### config.mk
export PLATFORM = sky130hd
export DESIGN_NAME = reg_write_arbiter_flat
export DESIGN_NICKNAME = d
export VERILOG_FILES = /design/src/rtl/reg_write_arbiter_if.sv /design/src/rtl/reg_write_arbiter.sv /design/src/flat_wrapper.sv
export SDC_FILE = /design/constraint.sdc
export NUM_CORES = 1
export LEC_CHECK = 0
export CAP_MARGIN = 20
export CORE_MARGIN = 4
export CORE_UTILIZATION = 35
export DETAILED_ROUTE_END_ITERATION = 7
export GPL_TIMING_DRIVEN = 1
export PLACE_DENSITY = 0.61
export SYNTH_ARGS = -nofsm -noshare
export SYNTH_HDL_FRONTEND = slang
export SYNTH_SLANG_ARGS = --single-unit
### constraint.sdc
create_clock -name clk -period 5 [get_ports clk]
set_input_delay 1 -clock clk [delete_from_list [all_inputs] [get_ports clk]]
set_output_delay 1 -clock clk [all_outputs]
set_load 0.02 [all_outputs]
### src/rtl/reg_write_arbiter_if.sv
// rtl/reg_write_arbiter_if.sv - write-request and register-bank signal bundle for reg_write_arbiter
interface reg_write_arbiter_if;
  // Source A (ALU writeback) request
  logic        a_valid;
  logic        a_ready;
  logic [4:0]  a_addr;
  logic [31:0] a_data;
  // Source B (load writeback) request
  logic        b_valid;
  logic        b_ready;
  logic [4:0]  b_addr;
  logic [31:0] b_data;
  // Register-bank side
  logic [4:0]  ra1;
  logic [4:0]  ra2;
  logic        regwrite;
  logic [4:0]  wa;
  logic [31:0] wd;
  logic        stall;
  logic        idle;

  modport master (
    output a_valid, a_addr, a_data, b_valid, b_addr, b_data, ra1, ra2,
    input  a_ready, b_ready, regwrite, wa, wd, stall, idle
  );

  modport slave (
    input  a_valid, a_addr, a_data, b_valid, b_addr, b_data, ra1, ra2,
    output a_ready, b_ready, regwrite, wa, wd, stall, idle
  );
endinterface

### src/rtl/reg_write_arbiter.sv
// rtl/reg_write_arbiter.sv - two-source round-robin register-file write arbiter with RAW hazard flag
// Optional feature macro: RB_ZERO_GUARD_EN (entries for address 0 are consumed without writing,
// and address 0 never raises stall).
module reg_write_arbiter #(
  parameter int DEPTH = 2
) (
  input logic               clk,
  input logic               rst_n,
  reg_write_arbiter_if.slave bus
);

  localparam int PW = (DEPTH > 1) ? $clog2(DEPTH) : 1;
  localparam int CW = 3;

`ifdef RB_ZERO_GUARD_EN
  localparam bit ZERO_GUARD = 1'b1;
`else
  localparam bit ZERO_GUARD = 1'b0;
`endif

  // Index 0 is source A, index 1 is source B throughout.
  logic [4:0]    addr_mem_q [2][DEPTH];
  logic [31:0]   data_mem_q [2][DEPTH];
  logic [PW-1:0] wr_ptr_q [2];
  logic [PW-1:0] wr_ptr_d [2];
  logic [PW-1:0] rd_ptr_q [2];
  logic [PW-1:0] rd_ptr_d [2];
  logic [CW-1:0] cnt_q [2];
  logic [CW-1:0] cnt_d [2];

  // last_b_q = 1 means source B received the most recent grant.
  logic          last_b_q, last_b_d;
  logic          regwrite_q, regwrite_d;
  logic [4:0]    wa_q, wa_d;
  logic [31:0]   wd_q, wd_d;

  logic [1:0]    in_valid;
  logic [4:0]    in_addr [2];
  logic [31:0]   in_data [2];
  logic [1:0]    ready;
  logic [1:0]    push;
  logic [1:0]    not_empty;
  logic [1:0]    grant;
  logic [4:0]    head_addr;
  logic [31:0]   head_data;
  logic          stall;
  logic [PW:0]   slot;

  function automatic logic [PW-1:0] next_ptr(input logic [PW-1:0] p);
    return (p == PW'(DEPTH - 1)) ? '0 : p + PW'(1);
  endfunction

  // A read address collides with a pending write address; address 0 is exempt under the guard.
  function automatic logic addr_hit(input logic [4:0] a, input logic [4:0] r1, input logic [4:0] r2);
    return ((a == r1) || (a == r2)) && !(ZERO_GUARD && (a == 5'd0));
  endfunction

  assign in_valid   = {bus.b_valid, bus.a_valid};
  assign in_addr[0] = bus.a_addr;
  assign in_addr[1] = bus.b_addr;
  assign in_data[0] = bus.a_data;
  assign in_data[1] = bus.b_data;

  // Per-source acceptance and occupancy; ready depends only on the current count.
  always_comb begin
    ready     = '0;
    push      = '0;
    not_empty = '0;
    for (int s = 0; s < 2; s++) begin
      ready[s]     = (cnt_q[s] < CW'(DEPTH));
      push[s]      = in_valid[s] & ready[s];
      not_empty[s] = (cnt_q[s] != '0);
    end
  end

  // Round-robin grant: A wins contention only if B was granted last.
  always_comb begin
    grant     = '0;
    grant[0]  = not_empty[0] & (~not_empty[1] | last_b_q);
    grant[1]  = not_empty[1] & ~grant[0];
    head_addr = grant[1] ? addr_mem_q[1][rd_ptr_q[1]] : addr_mem_q[0][rd_ptr_q[0]];
    head_data = grant[1] ? data_mem_q[1][rd_ptr_q[1]] : data_mem_q[0][rd_ptr_q[0]];
  end

  // Next-state for queue pointers/counts and the registered bank-write outputs.
  always_comb begin
    for (int s = 0; s < 2; s++) begin
      wr_ptr_d[s] = push[s]  ? next_ptr(wr_ptr_q[s]) : wr_ptr_q[s];
      rd_ptr_d[s] = grant[s] ? next_ptr(rd_ptr_q[s]) : rd_ptr_q[s];
      case ({push[s], grant[s]})
        2'b10:   cnt_d[s] = cnt_q[s] + CW'(1);
        2'b01:   cnt_d[s] = cnt_q[s] - CW'(1);
        default: cnt_d[s] = cnt_q[s];
      endcase
    end
    last_b_d   = last_b_q;
    regwrite_d = 1'b1;
    wa_d       = wa_q;
    wd_d       = wd_q;
    if (|grant) begin
      last_b_d = grant[1];
      if (!(ZERO_GUARD && (head_addr == 5'd0))) begin
        regwrite_d = 1'b0;
        wa_d       = head_addr;
        wd_d       = head_data;
      end
    end
  end

  // Control state; reset drops every pending entry and parks the pointer on B.
  always_ff @(posedge clk or negedge rst_n) begin
    if (!rst_n) begin
      for (int s = 0; s < 2; s++) begin
        wr_ptr_q[s] <= '0;
        rd_ptr_q[s] <= '0;
        cnt_q[s]    <= '0;
      end
      last_b_q   <= 1'b1;
      regwrite_q <= 1'b1;
      wa_q       <= '0;
      wd_q       <= '0;
    end else begin
      for (int s = 0; s < 2; s++) begin
        wr_ptr_q[s] <= wr_ptr_d[s];
        rd_ptr_q[s] <= rd_ptr_d[s];
        cnt_q[s]    <= cnt_d[s];
      end
      last_b_q   <= last_b_d;
      regwrite_q <= regwrite_d;
      wa_q       <= wa_d;
      wd_q       <= wd_d;
    end
  end

  // Queue storage; contents are only meaningful where the count says so, so no reset.
  always_ff @(posedge clk) begin
    for (int s = 0; s < 2; s++) begin
      if (push[s] && rst_n) begin
        addr_mem_q[s][wr_ptr_q[s]] <= in_addr[s];
        data_mem_q[s][wr_ptr_q[s]] <= in_data[s];
      end
    end
  end

  // Hazard: any occupied slot of either queue, or the write currently on the bank port.
  always_comb begin
    stall = 1'b0;
    slot  = '0;
    for (int s = 0; s < 2; s++) begin
      for (int k = 0; k < DEPTH; k++) begin
        slot = {1'b0, rd_ptr_q[s]} + (PW + 1)'(k);
        if (slot >= (PW + 1)'(DEPTH)) begin
          slot = slot - (PW + 1)'(DEPTH);
        end
        if ((CW'(k) < cnt_q[s]) && addr_hit(addr_mem_q[s][slot[PW-1:0]], bus.ra1, bus.ra2)) begin
          stall = 1'b1;
        end
      end
    end
    if (!regwrite_q && addr_hit(wa_q, bus.ra1, bus.ra2)) begin
      stall = 1'b1;
    end
  end

  assign bus.a_ready  = ready[0];
  assign bus.b_ready  = ready[1];
  assign bus.regwrite = regwrite_q;
  assign bus.wa       = wa_q;
  assign bus.wd       = wd_q;
  assign bus.stall    = stall;
  assign bus.idle     = ~not_empty[0] & ~not_empty[1] & regwrite_q;

endmodule

### src/flat_wrapper.sv
// flat-port wrapper written by rule: the top's interface ports become plain ports
module reg_write_arbiter_flat 
#(
  parameter int DEPTH = 2
)
  (clk, rst_n, bus_a_valid, bus_a_addr, bus_a_data, bus_b_valid, bus_b_addr, bus_b_data, bus_ra1, bus_ra2, bus_a_ready, bus_b_ready, bus_regwrite, bus_wa, bus_wd, bus_stall, bus_idle);
  reg_write_arbiter_if bus_i ();
  input logic clk;
  input logic rst_n;
  input wire logic [$bits(bus_i.a_valid)-1:0] bus_a_valid;
  input wire logic [$bits(bus_i.a_addr)-1:0] bus_a_addr;
  input wire logic [$bits(bus_i.a_data)-1:0] bus_a_data;
  input wire logic [$bits(bus_i.b_valid)-1:0] bus_b_valid;
  input wire logic [$bits(bus_i.b_addr)-1:0] bus_b_addr;
  input wire logic [$bits(bus_i.b_data)-1:0] bus_b_data;
  input wire logic [$bits(bus_i.ra1)-1:0] bus_ra1;
  input wire logic [$bits(bus_i.ra2)-1:0] bus_ra2;
  output wire logic [$bits(bus_i.a_ready)-1:0] bus_a_ready;
  output wire logic [$bits(bus_i.b_ready)-1:0] bus_b_ready;
  output wire logic [$bits(bus_i.regwrite)-1:0] bus_regwrite;
  output wire logic [$bits(bus_i.wa)-1:0] bus_wa;
  output wire logic [$bits(bus_i.wd)-1:0] bus_wd;
  output wire logic [$bits(bus_i.stall)-1:0] bus_stall;
  output wire logic [$bits(bus_i.idle)-1:0] bus_idle;
  assign bus_i.a_valid = bus_a_valid;
  assign bus_i.a_addr = bus_a_addr;
  assign bus_i.a_data = bus_a_data;
  assign bus_i.b_valid = bus_b_valid;
  assign bus_i.b_addr = bus_b_addr;
  assign bus_i.b_data = bus_b_data;
  assign bus_i.ra1 = bus_ra1;
  assign bus_i.ra2 = bus_ra2;
  assign bus_a_ready = bus_i.a_ready;
  assign bus_b_ready = bus_i.b_ready;
  assign bus_regwrite = bus_i.regwrite;
  assign bus_wa = bus_i.wa;
  assign bus_wd = bus_i.wd;
  assign bus_stall = bus_i.stall;
  assign bus_idle = bus_i.idle;
  reg_write_arbiter #(.DEPTH(DEPTH)) u_core (.clk(clk), .rst_n(rst_n), .bus(bus_i));
endmodule
Word level (Yosys, flattened, before mapping)

Memory sizes are Yosys's and may differ from the RTL's.
Cells that the tools add are included.

Register bits: 49
RAM bits: 148
Bits of input ports: 88
Output and inout bits: 42
Word-level logic and storage cells: 154
Memories: 2

Memories:

| name              | words | width | rd ports | clocked after Yosys merged registers in | write ports | RTL line                | RTL |
|---|---|---|---|---|---|---|---|
| u_core.data_mem_q | 2     | 64    | 2        | 0                                       | 2           | reg_write_arbiter.sv:23 | `logic [31:0] data_mem_q [2][DEPTH];` |
| u_core.addr_mem_q | 2     | 10    | 2        | 0                                       | 2           | reg_write_arbiter.sv:22 | `logic [4:0] addr_mem_q [2][DEPTH];` |

Add/sub/neg operators: 14
Magnitude comparators: 20
Eq/ne operators: 14
Mux-type cells: 56
Bitwise gates (word level): 18
Reduce and logical (&&, ||, !) cells: 20

Operators with widths:

| kind                                                       | number |
|---|---|
| 2-to-1 mux 32 bit                                          | 9 |
| 2-to-1 mux 64 bit                                          | 2 |
| 2-to-1 mux 5 bit                                           | 21 |
| demux 32 bit (select 1 bit)                                | 2 |
| == test 5 bit                                              | 10 |
| >= comparator 2 bit, second input constant                 | 10 |
| 2-to-1 mux 10 bit                                          | 2 |
| 2-to-1 mux 1 bit                                           | 16 |
| inverter 1 -> 2 bit                                        | 8 |
| less-than comparator 1 x 3 -> 1 bit, first input constant  | 4 |
| one-hot mux 3 bit (2 select lines)                         | 2 |
| demux 5 bit (select 1 bit)                                 | 2 |
| logical AND 1 bit                                          | 9 |
| adder 3 x 1 -> 3 bit, second input constant                | 2 |
| AND 1 bit                                                  | 6 |
| less-than comparator 3 x 2 -> 1 bit, second input constant | 2 |
| nonzero test 3 bit                                         | 2 |
| subtractor 3 x 1 -> 3 bit, second input constant           | 2 |
| logical OR 1 bit                                           | 5 |
| adder 1 bit, second input constant                         | 4 |
| adder 1 x 1 -> 2 bit, second input constant                | 2 |
| == test 2 x 1 -> 1 bit, second input constant              | 2 |
| == test 2 bit, second input constant                       | 2 |
| >= comparator 1 x 2 -> 1 bit, second input constant        | 2 |
| 7 further kinds                                            | 14 |

Depth between registers and ports, before layout

Depth after elaboration: 14
Gate-level depth with buffers: 11

Worst setup path after synthesis

No wires, ideal clock.

Kind: input to register
Start: input port bus_b_valid
End: memory u_core.addr_mem_q[0][15] (netlist bit), enable pin
Setup time: 0.485 ns
Arrival: 3.872 ns
Data required time: 4.515 ns
Slack: 0.643 ns
Cell stages on the path: 2
Cells stage by stage: nand2_1 -> nor3b_1

RTL lines:

| element     | RTL line                | RTL |
|---|---|---|
| from (decl) | flat_wrapper.sv:13      | `input wire logic [$bits(bus_i.b_valid)-1:0] bus_b_valid;` |
| to (decl)   | reg_write_arbiter.sv:22 |  |

Final worst setup path

Start: input port bus_ra1[2]
End: output port bus_stall

Word-level cells in the longest chain between the ends: 8
Elaborated cells between the ends (all ways): 20
Those cells by class: eq/ne: 5; mux: 5; reduce/logical: 10

Ends and longest elaborated chain:

| element                        | RTL line                 | RTL |
|---|---|---|
| from (decl)                    | flat_wrapper.sv:16       | `input wire logic [$bits(bus_i.ra1)-1:0] bus_ra1;` |
| == test 5 bit                  | reg_write_arbiter.sv:55  | `return ((a == r1) \|\| (a == r2)) && !(ZERO_GUARD && (a == 5'd0));` |
| logical OR 1 bit               | reg_write_arbiter.sv:55  |  |
| logical AND 1 bit              | reg_write_arbiter.sv:155 | `if ((CW'(k) < cnt_q[s]) && addr_hit(addr_mem_q[s][slot[PW-1:0]], bus.ra1, bus.ra2)) begin` |
| 2-to-1 mux 1 bit (4 in series) | reg_write_arbiter.sv:155 |  |
| 2-to-1 mux 1 bit (*)           | reg_write_arbiter.sv:160 | `if (!regwrite_q && addr_hit(wa_q, bus.ra1, bus.ra2)) begin` |
| to (decl)                      | flat_wrapper.sv:23       | `output wire logic [$bits(bus_i.stall)-1:0] bus_stall;` |

Mark *: on every way between the ends. The rest lies on a longest branch, timed or not.

==> out/qor.csv <==
stage,metric,value,unit
status,status,"complete, no violations",
cts,clk slew on worst S/H paths,70,ps
sta,Setup Skew,15.1,ps
power_and_ir_drop,Lkg Pwr,3.77,nW
sta,Fin Setup TNS,0,ps
cts,post-CTS setup buffer count,0,
routing,drt pass-1 iters,4,
sta,final setup vio count,0,
routing,Initial DRC Count,248,
critical_path,CP Data Required Time,4000,ps
layout,utilization after layout,45.0,%
sta,RSZ-0062 raised after global routing,false,
critical_path,CP arrival,3240,ps
layout,Post-layout nets,801,
synth,Yosys reg bits,197,
critical_path,R2R Path End,u_core.bus.wd[10],
global_route,first-pass GRT wire length,30.1,mm
sta,endpoints failing hold,0,
place,Final GP Congestion,0.781,
global_route,vias in the first global route,5470,
critical_path,Worst path max stage delay,630,ps
critical_path,crit end category,output pin,
sta,Max Slew Vio Count,0,
hold_path,hold depth,2,
sta,min Tclk post-route,4240,ps
global_route,Total GRT Usage,14.8,%
critical_path,crit-path max FO,5,
hold_path,hold endpoint,u_core.bus.wd[29],
cts,TritonCTS buffer count,17,
job,Max Cap Viol,0,
layout,multi-input logic area,2520,um^2
layout,share of cells above drive strength 1,12.6,%
cts,worst-case clock buffer depth,2,
place,placed cell areas,9960,um^2
synth,mapped cell area,8400,um^2
sta,f_max,236,MHz
layout,storage element area,5680,um^2
sta,Worst-Margin Slew,1020,ps
synth,Post-synth EDFFs,148,
critical_path,Crit-path slowest cell,clkdlybuf4s50_1,
cts,clk_lat worst skew,420,ps
synth,"Distinct cells, synth",38,
sta,period utilization,84.8,%
global_route,initial antenna violation count,2,
die,die area,26600,um^2
layout,ant diodes,0,
die,effective utilization at floorplan,35.7,%
cts,clock sinks,197,
critical_path,Most common cell on crit path,clkdlybuf4s50_1,
cts,TritonCTS clock tree,done,
place,hpwl dp,13.1,mm
critical_path,Critical Path Source Type,input pin,
critical_path,Bufs and invs on worst path,2,
critical_path,Top delay family on crit path,buffers and inverters,
layout,fin area,10600,um^2
die,I/O Pins,130,
layout,fillcell total,2172,
hold_path,Hold Crit Start,u_core.bus.wd[29],
global_route,GRT Residual Overflow,0,
die,core area,23500,um^2
critical_path,Worst R2R Path Depth,9,
place,dpl ws,776,ps
sta,final setup margin,758,ps
global_route,largest net degree at the start of global routing,74,
sta,max_slew headroom,31.9,%
synth,yosys warns,0,
hold_path,Worst Hold Class,reg2reg,
layout,Layout area overhead,26.2,%
routing,drt via density,4.71,
synth,Post-Synthesis Cells,582,
routing,WL final,19.4,mm
die,Die H,163,um
routing,DR DRC count,0,
synth,Post-synth top flop,edfxtp_1,
critical_path,Critical R2R Launch,u_core.cnt_q[1],
critical_path,worst reg-to-reg setup slack,2060,ps
die,# rows,56,
critical_path,critical setup path kind,in2out,
critical_path,worst-path cell chain,clkdlybuf4s50_1 -> xnor2_1 -> nor4_1 -> a31oi_1 -> o311a_1 -> o221ai_2 -> clkdlybuf4s50_1,
cts,total number of H-tree levels,4,
place,Port Buffer Count,129,
die,Die W,163,um
cts,post_cts resized,0,
power_and_ir_drop,Cell Pwr Density,577,nW/um^2
routing,DRT antenna net count,0,
power_and_ir_drop,Max VDD drop,0.000246,V
routing,WL per Instance,18.7,um
synth,sequential area share after synthesis,67.5,%
routing,via count,4881,
synth,Post-synth ARST share,24.9,%
synth,syn nets,679,
cts,clk root buf,clkbuf_16,
cts,CTS Hold Buffers Added,0,
synth,syn avg cell area,14.4,um^2
[metal layers]
metal / wire (um) / part of all wire, % / vias to the layer above / global-route usage [%]
li1: - / - / 2349 / -
met1: 8310 / 43 / 2420 / 18.2
met5: 26 / 0.13 / - / 0
met3: 1040 / 5.4 / 14 / 4.15
met4: 165 / 0.85 / 4 / 3.51
met2: 9870 / 51 / 94 / 26.0
[cells in the final DEF, fill, tap and decap left out, drive strengths merged]
master         count
a31oi              2
o311a              1
a32o               1
and2               1
nand2             41
clkdlybuf4s50    128
and4               2
o21a               1
clkinv             6
dfstp              2
xnor2             29
nor2b              1
o221ai             1
nor2              37
nand4              2
a21oi             34
edfxtp           148
mux2i             55
nor3b              3
nor3              10
nand2b             2
bufinv             1
nand3              6
mux2              36
inv               11
o21ai             39
buf               10
xor2              31
nor4               2
ha                 9
dfrtp             47
clkbuf            18
[state kept, by name, indices dropped and copies added, names as in the netlist]
name	flops
u_core.addr_mem_q	20
u_core.bus.regwrite	1
u_core.bus.wa	5
u_core.bus.wd	32
u_core.cnt_q	6
u_core.data_mem_q	128
u_core.last_b_q	1
u_core.rd_ptr_q	2
u_core.wr_ptr_q	2
[synthesized netlist by cell type, types with 4 or more instances]
| library cell | instances | area [um^2] |
|---|---|---|
| edfxtp_1 | 148 | 4440 |
| mux2i_1 | 50 | 500 |
| dfrtp_1 | 47 | 1180 |
| nand2_1 | 41 | 154 |
| nor2_1 | 36 | 135 |
| o21ai_1 | 36 | 180 |
| a21oi_1 | 34 | 170 |
| mux2_2 | 32 | 360 |
| xor2_1 | 31 | 272 |
| xnor2_1 | 29 | 254 |
| clkbuf_1 | 12 | 45.0 |
| nor3_1 | 10 | 50.1 |
| ha_1 | 9 | 113 |
| buf_4 | 8 | 60.1 |
| buf_2 | 6 | 30.0 |
| nand3_1 | 6 | 30.0 |
| mux2i_2 | 5 | 68.8 |
| inv_1 | 4 | 15.0 |
| mux2_1 | 4 | 45.0 |
[worst register-to-register path, cell delays in order, from the launching register on]
cell and delay, ps:
dfrtp_1 440, inv_1 100, ha_1 190, nor2b_1 190, o21a_1 280, nor2_4 650
buf_4 540, nor2_1 120, a21oi_1 200, o21ai_1 80
[layout make-up]
cell class                 count  share of cell area, %
tap                          319                   3.76
timing repair buffer         138                   13.0
sequential                   197                   53.5
clock inverter                14                   1.69
multi-input combinational    346                   23.8
clock buffer                  18                   4.14
inverter                       4                  0.142
[through the flow]
stage               instances  hold slack [ps]  total power [mW]
floorplan                 582              461              3.98
global placement         1003              474              4.75
detailed placement       1003              475              4.80
CTS                      1035              491              6.21
global route             1036              508              6.50
finish                   1036              489              6.12
[worst max-delay path by stage]
stage | start | end | slack (ps) | cells after the start
2_1_floorplan | bus_b_valid | u_core.addr_mem_q[0][15] | 640 | 2
3_3_place_gp | bus_ra1[2] | bus_stall | 750 | 7
3_5_place_dp | bus_ra1[2] | bus_stall | 780 | 7
4_1_cts | bus_ra1[2] | bus_stall | 780 | 7
5_1_grt | u_core.rd_ptr_q[1] | bus_stall | 570 | 8
6_report | bus_ra1[2] | bus_stall | 760 | 7
[power breakdown]
part / switching (mW) / internal, mW / leakage (nW)
registers: 0.265 / 2.10 / 1.92
clock network: 0.665 / 0.737 / 0.303
logic: 1.28 / 1.07 / 1.55
total: 2.21 / 3.91 / 3.77
[kinds of logic after synthesis]
family / share of synthesized area, %
XOR/XNOR: 6.25
adder cells (fa/ha/maj): 1.34
buffers and inverters: 2.69
flip-flops: 67.5
AND/OR/NAND/NOR: 5.60
multiplexers: 11.6
AO/OA/AOI/OAI: 5.00
Power figures use the tool's default switching activity.
